[src/rtl/store_buffer.sv]
// store_buffer
// Posted-write buffer between the EX/MEM pipeline register and data_mem.
// Stores are queued in a small circular FIFO and written to data_mem on cycles
// where no load needs the single memory port. Loads take priority over the
// drain. A load that hits the word of any pending store stalls until every
// matching entry has drained, which keeps loads coherent without byte merging.
//
// Ports:
//   i_clk, i_reset   clock, synchronous active-high reset
//   i_mem_write      store request from EX/MEM (wins if i_mem_read is also set)
//   i_mem_read       load request from EX/MEM
//   i_bhw            size/sign control, data_mem encoding
//   i_addr, i_data   byte address and store data
//   i_mem_rdata      combinational read data from data_mem
//   o_mem_*          data_mem port (write enable, bhw, address, write data)
//   o_load_data      load result to MEM/WB, zero when no load is granted
//   o_stall          freeze the upstream pipeline
//   o_empty, o_full  registered occupancy flags
//   o_count          number of valid entries
module store_buffer #(
    parameter int B = 32,
    parameter int W = 5,
    parameter int D = 2
) (
    input  logic         i_clk,
    input  logic         i_reset,
    input  logic         i_mem_write,
    input  logic         i_mem_read,
    input  logic [2:0]   i_bhw,
    input  logic [W-1:0] i_addr,
    input  logic [B-1:0] i_data,
    input  logic [B-1:0] i_mem_rdata,
    output logic         o_mem_write,
    output logic [2:0]   o_mem_bhw,
    output logic [W-1:0] o_mem_addr,
    output logic [B-1:0] o_mem_data,
    output logic [B-1:0] o_load_data,
    output logic         o_stall,
    output logic         o_empty,
    output logic         o_full,
    output logic [D:0]   o_count
);

    localparam int DEPTH = 1 << D;
    localparam logic [D:0] COUNT_FULL = (D+1)'(DEPTH);

    logic [2:0]   fifo_bhw  [DEPTH];
    logic [W-1:0] fifo_addr [DEPTH];
    logic [B-1:0] fifo_data [DEPTH];

    logic [D-1:0] head;
    logic [D-1:0] tail;
    logic [D:0]   count;
    logic [D:0]   count_next;
    logic         empty_q;
    logic         full_q;

    logic [DEPTH-1:0] entry_valid;
    logic             word_hit;
    logic             load_req;
    logic             hazard;
    logic             load_go;
    logic             pop;
    logic             push;

    // A simultaneous read and write is a store; the load half is ignored.
    assign load_req = i_mem_read & ~i_mem_write;

    // An entry is valid when its distance from head is below the count.
    always_comb begin
        entry_valid = '0;
        for (int i = 0; i < DEPTH; i++) begin
            logic [D-1:0] offset;
            offset = D'(i) - head;
            entry_valid[i] = ({1'b0, offset} < count);
        end
    end

    // Word-granular match against every pending store.
    always_comb begin
        word_hit = 1'b0;
        for (int i = 0; i < DEPTH; i++) begin
            if (entry_valid[i] && (fifo_addr[i][W-1:2] == i_addr[W-1:2])) begin
                word_hit = 1'b1;
            end
        end
    end

    assign hazard  = load_req & word_hit;
    assign load_go = load_req & ~hazard;

    // The head is not written in a reset cycle so a discarded store never
    // reaches memory.
    assign pop  = ~load_go & (count != '0) & ~i_reset;
    assign push = i_mem_write & ((count != COUNT_FULL) | pop);

    assign o_stall = (i_mem_write & (count == COUNT_FULL) & ~pop) | hazard;

    // Port mux: granted load, else head drain, else idle zeros.
    always_comb begin
        o_mem_write = 1'b0;
        o_mem_bhw   = 3'b000;
        o_mem_addr  = '0;
        o_mem_data  = '0;
        o_load_data = '0;
        if (load_go) begin
            o_mem_bhw   = i_bhw;
            o_mem_addr  = i_addr;
            o_load_data = i_mem_rdata;
        end else if (pop) begin
            o_mem_write = 1'b1;
            o_mem_bhw   = fifo_bhw[head];
            o_mem_addr  = fifo_addr[head];
            o_mem_data  = fifo_data[head];
        end
    end

    assign count_next = count + (D+1)'(push) - (D+1)'(pop);

    always_ff @(posedge i_clk) begin
        if (i_reset) begin
            head    <= '0;
            tail    <= '0;
            count   <= '0;
            empty_q <= 1'b1;
            full_q  <= 1'b0;
        end else begin
            if (pop) begin
                head <= head + 1'b1;
            end
            if (push) begin
                tail <= tail + 1'b1;
            end
            count   <= count_next;
            empty_q <= (count_next == '0);
            full_q  <= (count_next == COUNT_FULL);
        end
    end

    // Storage needs no reset; validity is tracked by head and count.
    always_ff @(posedge i_clk) begin
        if (push && !i_reset) begin
            fifo_bhw[tail]  <= i_bhw;
            fifo_addr[tail] <= i_addr;
            fifo_data[tail] <= i_data;
        end
    end

    assign o_empty = empty_q;
    assign o_full  = full_q;
    assign o_count = count;

endmodule

[config.mk]
export PLATFORM = sky130hd
export DESIGN_NAME = store_buffer
export DESIGN_NICKNAME = d
export VERILOG_FILES = /design/src/rtl/store_buffer.sv
export SDC_FILE = /design/constraint.sdc
export NUM_CORES = 1
export LEC_CHECK = 0
export BUFFER_PORTS_ARGS = -buffer_cell sky130_fd_sc_hd__buf_2
export CAP_MARGIN = 10
export CORE_MARGIN = 2
export CORE_UTILIZATION = 30
export CTS_CLUSTER_SIZE = 40
export DETAILED_ROUTE_END_ITERATION = 8
export PLACE_DENSITY = 0.62
export RECOVER_POWER = 50
export SYNTH_ARGS = -nofsm -noshare
export SYNTH_HDL_FRONTEND = slang
export SYNTH_SLANG_ARGS = --single-unit
[constraint.sdc]
create_clock -name i_clk -period 2.9 [get_ports i_clk]
set_input_delay 0.435 -clock i_clk [delete_from_list [all_inputs] [get_ports i_clk]]
set_output_delay 0.435 -clock i_clk [all_outputs]
set_load 0.01 [all_outputs]
==> flow_summary.ini <==
[global_route]
grt_pass1_vias = 4339
grt_pass1_wl_um = 23900
grt.total_usage_pct = 13.0
antenna_found_initial = 0
grt_max_degree = 27
grt.overflow.total = 0

[floorplanning]
rows = 56
core_region_area_mm2 = 0.0234
dieArea_mm2 = 0.0250
die_h_um = 158
io-pin-count = 155
fp.dieW_um = 158
start_util_pct = 30.5

[place]
dp_slack_ns = -0.0929
dp.cells = 874
io_buffers = 154
post_dp_cell_area_mm2 = 0.00840
gp_congestion = 0.762
dp_hpwl_um = 10300

[worst_setup_path]
timing_worst_setup_path_type = reg -> out
critPathLaunchType = flip-flop
path_max_fanout = 8
crit_required_ns = 2.47
path_cells = xor2_2, nor3_2, buf_4, a22oi_2, and4_1, nand2b_4, buf_12, clkbuf_16, nor2b_1, buf_2
slowest_delay_ns = 0.43
slowest_stage = edfxtp_1
crit_arrival_ns = 2.50
cp-end-kind = output pin

[yosys]
synth_area_leaders = edfxtp_1, mux4_2, dfxtp_1
synth_fp_nets = 493
synth_top_area_cell = edfxtp_1
ys_warn_count = 0
syn_area_per_cell_um2 = 17.6
yosysMostFrequentCell = edfxtp_1
synth-seq-cells = 171
synthArstFlopShare_pct = 0
synth_edf_count = 160
syn-instance-count = 406
netlist-cell-type-count = 33
synthTopCellsByCount = edfxtp_1, mux4_2, nor2b_1
yosysSeqAreaShare_pct = 70.5
synth_top_area_share_pct = 67.4
ys.flop_type = edfxtp_1
synth_area_mm2 = 0.00713

[route]
drc = 0
drtAntennaViolNets = 0
wl_per_cell_um = 18.5
dr.pass1.iters = 4
viasPerCell = 4.55
first_iter_violations = 202
vias = 4176
drt-total-wl_um = 17000

[timing]
final-max-slew-violation-count = 0
slew_headroom_pct = 55.4
rsz0062_at_grt = true
setup_violations = 14
tightest_slew_ns = 0.670
fin_crit_ns = 2.94
skew_ns = 0.00740
post-route-period-util_pct = 101
layout_setup_ws_ns = -0.0390
max_freq_mhz = 340
whs_ns = 0.274
finalHoldViolCount = 0

[clock_tree]
worst_skew_pair.late_latency_ns = 0.42
cts_tree = built
root_buffer = clkbuf_16
ctsHoldBuffers = 0
cts_buffers = 17
clkSinkCount = 171
clkTransAtPathRegs_ns = 0.06
cts_buffer_depth = 2
htree_levels = 4

[cells_and_area]
drive_gt1_share_pct = 45.2
fillCellCount = 2180
stdcell_count = 918
regArea_mm2 = 0.00504
fin_nets = 673
antennaDiodeCount = 0
stdcell_area_mm2 = 0.00958
multi_input_area_mm2 = 0.00223
area_delta_synth_final_pct = 34.4
final_util_pct = 40.9

[power]
p_per_area_mw_per_mm2 = 795
p_leak_nw = 3.48
ir_drop_uv = 413

[job]
maxCapViolCount = 0

[run_status]
violations = negative setup slack
status = finished, violations left

[worst_hold_path]
hp-class = in -> reg
==> worst max-delay path, delay by kind of cell, from the launching register on <==
family                 cells  cell delay [ns]
flip-flops                 1             0.43
buffers and inverters      4             0.64
AND/OR/NAND/NOR            4             0.77
XOR/XNOR                   1             0.18
AO/OA/AOI/OAI              1             0.05
==> cell usage in the layout, fill, tap and decap left out, types with 15 or more instances in the layout <==
master / n
buf_6: 18
and2_1: 32
buf_4: 19
nand2_1: 21
mux4_2: 40
clkbuf_16: 20
edfxtp_1: 160
buf_2: 100
clkbuf_1: 42
nor2b_4: 16
nor2b_1: 15
==> what timing repair did <==
action / CTS / global route
gates resized for setup: 32 / 64
gates cloned: 2 / 4
buffers inserted: 2 / 4
pin swaps: 2 / 11
setup endpoints to repair: 73 / 77
==> routing by layer <==
| metal | GRT usage, % | vias to the layer above | routed length [µm] |
|---|---|---|---|
| met5 | 0 | - | 0 |
| met4 | 3.78 | 0 | 200 |
| met3 | 3.18 | 16 | 1040 |
| met2 | 23.2 | 153 | 8710 |
| met1 | 15.6 | 2119 | 7050 |
| li1 | - | 1888 | - |
==> per-stage QoR <==
step / total power [mW] / TNS (ns)
after global routing: 7.98 / -4.45
final: 7.62 / -0.248
after CTS: 7.31 / -0.0652
after floorplan: 4.11 / -0.135
after global placement: 4.67 / -0.0854
after detailed placement: 4.70 / -0.302
==> sequential cells by signal (all words and copies together) (netlist names), named ones only <==
signal / count
fifo_bhw: 12
o_count: 3
fifo_data: 128
o_full: 1
fifo_addr: 20
tail: 2
head: 2
o_empty: 1
==> cell families (layout without fill, tap and decap cells) <==
family / Yosys count / in the layout / synth area share [%]
simple gates: 109 / 109 / 8.65
xor+xnor: 16 / 16 / 1.97
buf+inv: 36 / 229 / 2.37
compound gates: 22 / 22 / 1.74
mux: 41 / 41 / 12.8
flops: 171 / 171 / 70.5
fa+ha+maj: 11 / 11 / 2.04
==> path summary, 6_finish.rpt <==
| path | slack, ns | start | to | cells past startpoint |
|---|---|---|---|---|
| max reg2reg | -0.01 | fifo_addr[1][3] | o_full | 13 |
| min | 0.27 | i_data[30] | fifo_data[3][30] | 1 |
| max | -0.04 | fifo_addr[1][2] | o_mem_data[19] | 10 |
| min reg2reg | 0.57 | tail[1] | tail[1] | 2 |
==> cell type report <==
class / count / area share [%]
Sequential cell: 171 / 52.6
Multi-Input combinational cell: 199 / 23.3
Timing Repair Buffer: 185 / 12.9
Clock buffer: 22 / 4.64
Tap cell: 319 / 4.17
Clock inverter: 10 / 1.96
Inverter: 12 / 0.496
==> report_power, final <==
group / internal, mW / leakage, nW / switching, mW
registers: 2.82 / 1.55 / 0.155
logic: 1.20 / 1.64 / 0.988
clock network: 1.53 / 0.301 / 0.915
total: 5.56 / 3.48 / 2.06
(Power assumes the default switching activity.)
